**config.mk**
```make
export PLATFORM = sky130hd
export DESIGN_NAME = bridge_mem_responder
export DESIGN_NICKNAME = d
export VERILOG_FILES = /design/src/rtl/bridge_resp_pkg.sv /design/src/rtl/bridge_mem_responder.sv
export SDC_FILE = /design/constraint.sdc
export NUM_CORES = 1
export LEC_CHECK = 0
export BUFFER_PORTS_ARGS = -buffer_cell sky130_fd_sc_hd__buf_2
export CORE_AREA = 8 8 105 107
export CTS_BUF_LIST = sky130_fd_sc_hd__clkbuf_8
export DETAILED_ROUTE_END_ITERATION = 8
export DIE_AREA = 0 0 113 115
export PLACE_DENSITY = 0.78
export SYNTH_ARGS = -nofsm -noshare
export SYNTH_HDL_FRONTEND = slang
export SYNTH_SLANG_ARGS = --single-unit
```
**constraint.sdc**
```tcl
create_clock -name clk -period 1.5 [get_ports clk]
set_input_delay 0.225 -clock clk [delete_from_list [all_inputs] [get_ports clk]]
set_output_delay 0.225 -clock clk [all_outputs]
set_load 0.02 [all_outputs]
```
**src/rtl/bridge_resp_pkg.sv**
```systemverilog
// Shared types and constants for the bridge memory responder.
// State and response-kind encodings plus the error read pattern.
// Imported by bridge_mem_responder.
package bridge_resp_pkg;

  typedef enum logic {
    IDLE   = 1'b0,
    TAS_WR = 1'b1
  } state_e;

  typedef enum logic [1:0] {
    LOAD  = 2'd0,
    STORE = 2'd1,
    ERR   = 2'd2
  } resp_kind_e;

  localparam logic [31:0] BRIDGE_ERR_RDATA = 32'hBADACCE5;

endpackage

```
**src/rtl/bridge_mem_responder.sv**
```systemverilog
// Bridge request endpoint driving a 1-cycle-latency single-port SRAM.
// Latency: response one cycle after grant; TAS blocks grant for one extra cycle.
// Backpressure: grant drops only during the TAS write cycle; responses are never stalled.
module bridge_mem_responder
  import bridge_resp_pkg::*;
#(
  parameter int ADDR_WIDTH     = 32,
  parameter int ID_WIDTH       = 16,
  parameter int DATA_WIDTH     = 32,
  parameter int BE_WIDTH       = DATA_WIDTH / 8,
  parameter int AUX_WIDTH      = 32,
  parameter int MEM_ADDR_WIDTH = 10
) (
  input  logic                      clk,
  input  logic                      rst_n,
  input  logic                      data_req_i,
  input  logic                      data_ts_set_i,
  input  logic [ADDR_WIDTH-1:0]     data_add_i,
  input  logic                      data_wen_i,
  input  logic [DATA_WIDTH-1:0]     data_wdata_i,
  input  logic [BE_WIDTH-1:0]       data_be_i,
  input  logic [ID_WIDTH-1:0]       data_ID_i,
  input  logic [AUX_WIDTH-1:0]      data_aux_i,
  output logic                      data_gnt_o,
  output logic                      data_r_valid_o,
  output logic [ID_WIDTH-1:0]       data_r_ID_o,
  output logic [DATA_WIDTH-1:0]     data_r_rdata_o,
  output logic [AUX_WIDTH-1:0]      data_r_aux_o,
  output logic                      data_r_opc_o,
  output logic                      mem_req_o,
  output logic                      mem_wen_o,
  output logic [MEM_ADDR_WIDTH-1:0] mem_add_o,
  output logic [DATA_WIDTH-1:0]     mem_wdata_o,
  output logic [BE_WIDTH-1:0]       mem_be_o,
  input  logic [DATA_WIDTH-1:0]     mem_rdata_i
);

  localparam int OFF = (BE_WIDTH > 1) ? $clog2(BE_WIDTH) : 0;
  localparam int WHI = MEM_ADDR_WIDTH + OFF;
  // Address bits above the word field; any of them set means out of range.
  localparam logic [ADDR_WIDTH-1:0] HI_MASK =
    ~((ADDR_WIDTH'(1) << WHI) - ADDR_WIDTH'(1));
  localparam logic [DATA_WIDTH-1:0] ERR_RDATA = DATA_WIDTH'(BRIDGE_ERR_RDATA);

  state_e                    state_q;
  logic [MEM_ADDR_WIDTH-1:0] tas_add_q;

  logic                      rvalid_q;
  logic [ID_WIDTH-1:0]       rid_q;
  logic [AUX_WIDTH-1:0]      raux_q;
  logic                      ropc_q;
  resp_kind_e                rkind_q;
  logic [DATA_WIDTH-1:0]     rdata_q;

  logic [MEM_ADDR_WIDTH-1:0] word_add;
  logic                      out_of_range;
  logic                      fire;
  logic                      tas_start;

  assign word_add     = data_add_i[WHI-1:OFF];
  assign out_of_range = |(data_add_i & HI_MASK);

  // Grant depends on state only, so the requester never sees a req->gnt loop.
  assign data_gnt_o = rst_n & (state_q == IDLE);
  assign fire       = data_req_i & data_gnt_o;
  assign tas_start  = fire & ~out_of_range & data_ts_set_i & data_wen_i;

  // SRAM port: TAS write-back cycle has priority, otherwise pass the granted request through.
  always_comb begin
    mem_req_o   = 1'b0;
    mem_wen_o   = 1'b0;
    mem_add_o   = '0;
    mem_wdata_o = '0;
    mem_be_o    = '0;
    if (state_q == TAS_WR) begin
      mem_req_o   = 1'b1;
      mem_wen_o   = 1'b0;
      mem_add_o   = tas_add_q;
      mem_wdata_o = '1;
      mem_be_o    = '1;
    end else if (fire && !out_of_range) begin
      mem_req_o   = 1'b1;
      mem_wen_o   = data_wen_i;
      mem_add_o   = word_add;
      mem_wdata_o = data_wdata_i;
      mem_be_o    = data_be_i;
    end
  end

  // TAS sequencer: hold the word address for the all-ones write in the next cycle.
  always_ff @(posedge clk or negedge rst_n) begin
    if (!rst_n) begin
      state_q   <= IDLE;
      tas_add_q <= '0;
    end else begin
      case (state_q)
        IDLE: begin
          if (tas_start) begin
            state_q   <= TAS_WR;
            tas_add_q <= word_add;
          end
        end
        TAS_WR:  state_q <= IDLE;
        default: state_q <= IDLE;
      endcase
    end
  end

  // Response stage: capture ID/aux/kind of whatever was granted this edge.
  always_ff @(posedge clk or negedge rst_n) begin
    if (!rst_n) begin
      rvalid_q <= 1'b0;
      rid_q    <= '0;
      raux_q   <= '0;
      ropc_q   <= 1'b0;
      rkind_q  <= STORE;
      rdata_q  <= '0;
    end else begin
      rvalid_q <= fire;
      rid_q    <= fire ? data_ID_i  : '0;
      raux_q   <= fire ? data_aux_i : '0;
      ropc_q   <= fire & out_of_range;
      rkind_q  <= out_of_range ? ERR : (data_wen_i ? LOAD : STORE);
      rdata_q  <= (fire && out_of_range) ? ERR_RDATA : '0;
    end
  end

  assign data_r_valid_o = rvalid_q;
  assign data_r_ID_o    = rid_q;
  assign data_r_aux_o   = raux_q;
  assign data_r_opc_o   = ropc_q;
  // Load data comes straight from the SRAM in the response cycle.
  assign data_r_rdata_o = (rvalid_q && rkind_q == LOAD) ? mem_rdata_i : rdata_q;

endmodule

```
==> results.sh <==
export IMPL_status="finished, violations left"
export IMPL_violations="setup timing"
export IMPL_clockBufferDepth=2
export IMPL_instances_no_fill=684
export IMPL_track_usage_pct=20.8
export IMPL_hold_path_class="in2reg"
export IMPL_clkTransAtPathRegs_ns=0.08
export IMPL_critPathLaunch="state_q"
export IMPL_critical_path_class="reg2out"
export IMPL_final_setup_viol_count=141
export IMPL_p_leak_uw=0.00365
export IMPL_maxCapViolations=0
export IMPL_ys_async_sr_fraction_pct=100
export IMPL_core_area_um2=9460
export IMPL_ys_seq_area_share_pct=56.0
export IMPL_period_needed_ns=2.07
export IMPL_insertion_delay_ns=0.34
export IMPL_finalSetupTns_ns=-42.49
export IMPL_finalCritPeriodShare_pct=138
export IMPL_io_pin_count=284
export IMPL_grt_pass1_wl_mm=20.8
export IMPL_area_growth_pct=122
export IMPL_drcViolationCount=0
export IMPL_synth_top_area_cell="dfrtp_1"
export IMPL_synthTopCellsByArea="dfrtp_1 (55%), a21o_1 (15%), and2_1 (14%), mux2_1 (3.6%), a22o_1 (3.1%)"
export IMPL_grt_pass1_vias=3742
export IMPL_place_ws_ns=-0.604
export IMPL_yosysWarnings=0
export IMPL_grt_overflow=0
export IMPL_syn_instance_count=240
export IMPL_numPortBuffers=281
export IMPL_ys_types=21
export IMPL_synth_ff_type="dfrtp_1"
export IMPL_timing_hold_ws_ns=0.0851
export IMPL_cts_root_buf="clkbuf_8"
export IMPL_finalHoldViolCount=0
export IMPL_wl_per_cell_um=22.5
export IMPL_cpMaxStageDelayCell="dfrtp_2"
export IMPL_cpPeakStageDelay_ns=0.40
export IMPL_dp_cells=632
export IMPL_final_layout_size_suffix_gt1_share_pct=78.2
export IMPL_clock_sinks=63
export IMPL_slew_limit_headroom_pct=67.4
export IMPL_grt_max_degree=49
export IMPL_powerDensity_nw_per_um2=634
export IMPL_fp_dieH_um=115
export IMPL_cp_start_kind="register"
export IMPL_netlist_area_um2=2820
export IMPL_setup_slack_ns=-0.568
export IMPL_die_area_um2=13000
export IMPL_drt_first_pass_iters=6
export IMPL_num_vias=3323
export IMPL_avgViaCountPerCell=4.86
export IMPL_routed_wl_mm=15.4
export IMPL_worstMarginPinSlew_ns=0.489
export IMPL_antenna_found_initial=0
export IMPL_cts_tree="yes"
export IMPL_htreeDepth=3
export IMPL_netlist_area_leader_share_pct=55.1
export IMPL_syn_nets=393
export IMPL_postSynthAreaPerCell_um2=11.7
export IMPL_diodes=0
export IMPL_cp_arrival_ns=1.84
export IMPL_fin_skew_ns=0.0107
export IMPL_vdd_drop_max_mv=0.764
export IMPL_drtAntennaViolNets=0
export IMPL_timing_fmax_ghz=0.483
export IMPL_rows=36
export IMPL_synth_edf_count=0
export IMPL_place_congestion=0.793
export IMPL_end_kind="primary output"
export IMPL_min_from="data_aux_i[31]"
export IMPL_rsz0062_at_grt="true"
export IMPL_cp_required_ns=1.27
export IMPL_drv_slew=0
export IMPL_die_width_um=113
export IMPL_synth_seq_cells=63
export IMPL_path_cells="and3b_2, nor3b_4, buf_4, buf_12, a21o_1, buf_6"
export IMPL_crit_fanout=9
export IMPL_start_util_pct=29.8
export IMPL_drt_iter0_drc=162
export IMPL_dp_hpwl_mm=10.2
export IMPL_nNetsFinal=718
export IMPL_cts_buffers=9
export IMPL_rr_startpoint="state_q"
## synth_stat cells (2+ instances only)
| cell | n |
|---|---|
| and2_1 | 62 |
| dfrtp_1 | 62 |
| a21o_1 | 55 |
| clkbuf_1 | 13 |
| a22o_1 | 10 |
| mux2_1 | 9 |
| nor4_1 | 5 |
| buf_2 | 4 |
| and3b_1 | 2 |
| buf_4 | 2 |
| buf_6 | 2 |
| nand3_1 | 2 |
| nor2b_1 | 2 |
| nor3b_2 | 2 |
| or2_2 | 2 |
## report_power, final
| part | internal, µW | switching, µW | total, µW |
|---|---|---|---|
| clock | 806 | 656 | 1460 |
| combinational | 382 | 354 | 736 |
| sequential | 1750 | 14.2 | 1760 |
| total | 2940 | 1020 | 3960 |
## critical path, delay by kind of cell, from the launching register on
family / cells / cell delay, ns
AND/OR/NAND/NOR: 2 / 0.47
AO/OA/AOI/OAI: 1 / 0.14
buffers and inverters: 3 / 0.50
flip-flops: 1 / 0.40
## cells in the final DEF (no fill, tap or decap), types with 12 or more instances in the layout
master / n
a21o_1: 29
and2_1: 18
buf_2: 200
and2_4: 44
dfrtp_1: 60
a21o_4: 26
buf_12: 12
buf_4: 18
buf_6: 89
## path summary, 6_finish.rpt
path	end	cells after the start	slack, ns
max in group asynchronous	data_r_valid_o	4	0.73
setup reg to reg	tas_add_q[1]	9	-0.42
hold reg to reg	tas_add_q[9]	1	0.52
hold / removal	data_r_aux_o[31]	2	0.09
setup / recovery	mem_wdata_o[5]	6	-0.57
min in group asynchronous	data_r_ID_o[10]	3	0.13
## sequential cells by signal, indices dropped and copies added, names as in the netlist
register,flops
state_q,1
data_r_ID_o,16
data_r_valid_o,1
rdata_q,1
tas_add_q,10
data_r_aux_o,32
rkind_q,2
## metal layers
layer | wire length, µm | track usage (%) | up-vias
met1 | 5160 | 19.7 | 1600
met5 | 0 | 0 | -
li1 | - | - | 1468
met2 | 8210 | 38.9 | 223
met4 | 449 | 8.35 | 0
met3 | 1530 | 8.98 | 32
## layout make-up
| class | instances | area [µm²] |
|---|---|---|
| Fill cell | 708 | 3210 |
| Timing Repair Buffer | 336 | 2760 |
| Sequential cell | 63 | 1580 |
| Multi-Input combinational cell | 155 | 1560 |
| Tap cell | 114 | 143 |
| Clock buffer | 10 | 138 |
| Clock inverter | 6 | 62.6 |
## metrics by stage
stage	power, µW	util, %	cell area (µm²)
global route	4110	66.0	6240
floorplan	1990	-	3120
detailed placement	2340	50.2	4750
CTS	3890	62.2	5880
finish	3960	66.0	6240
global placement	2330	50.2	4750
## timing repair
| action | CTS | global route |
|---|---|---|
| pin swaps | 19 | 17 |
| endpoints found under the setup margin | 91 | 140 |
| resized for setup | 170 | 87 |
| buffers inserted | 15 | 6 |
| endpoints found under the hold margin | 25 | 0 |
| hold buffers | 3 | 0 |
| cloned | 10 | 11 |
## logic make-up after synthesis
group	share of synthesized area, %
AND/OR/NAND/NOR	18.3
AO/OA/AOI/OAI	17.8
flip-flops	56.0
buffers and inverters	3.91
multiplexers	4.00
Note: power is estimated with default switching activity, not from simulation.
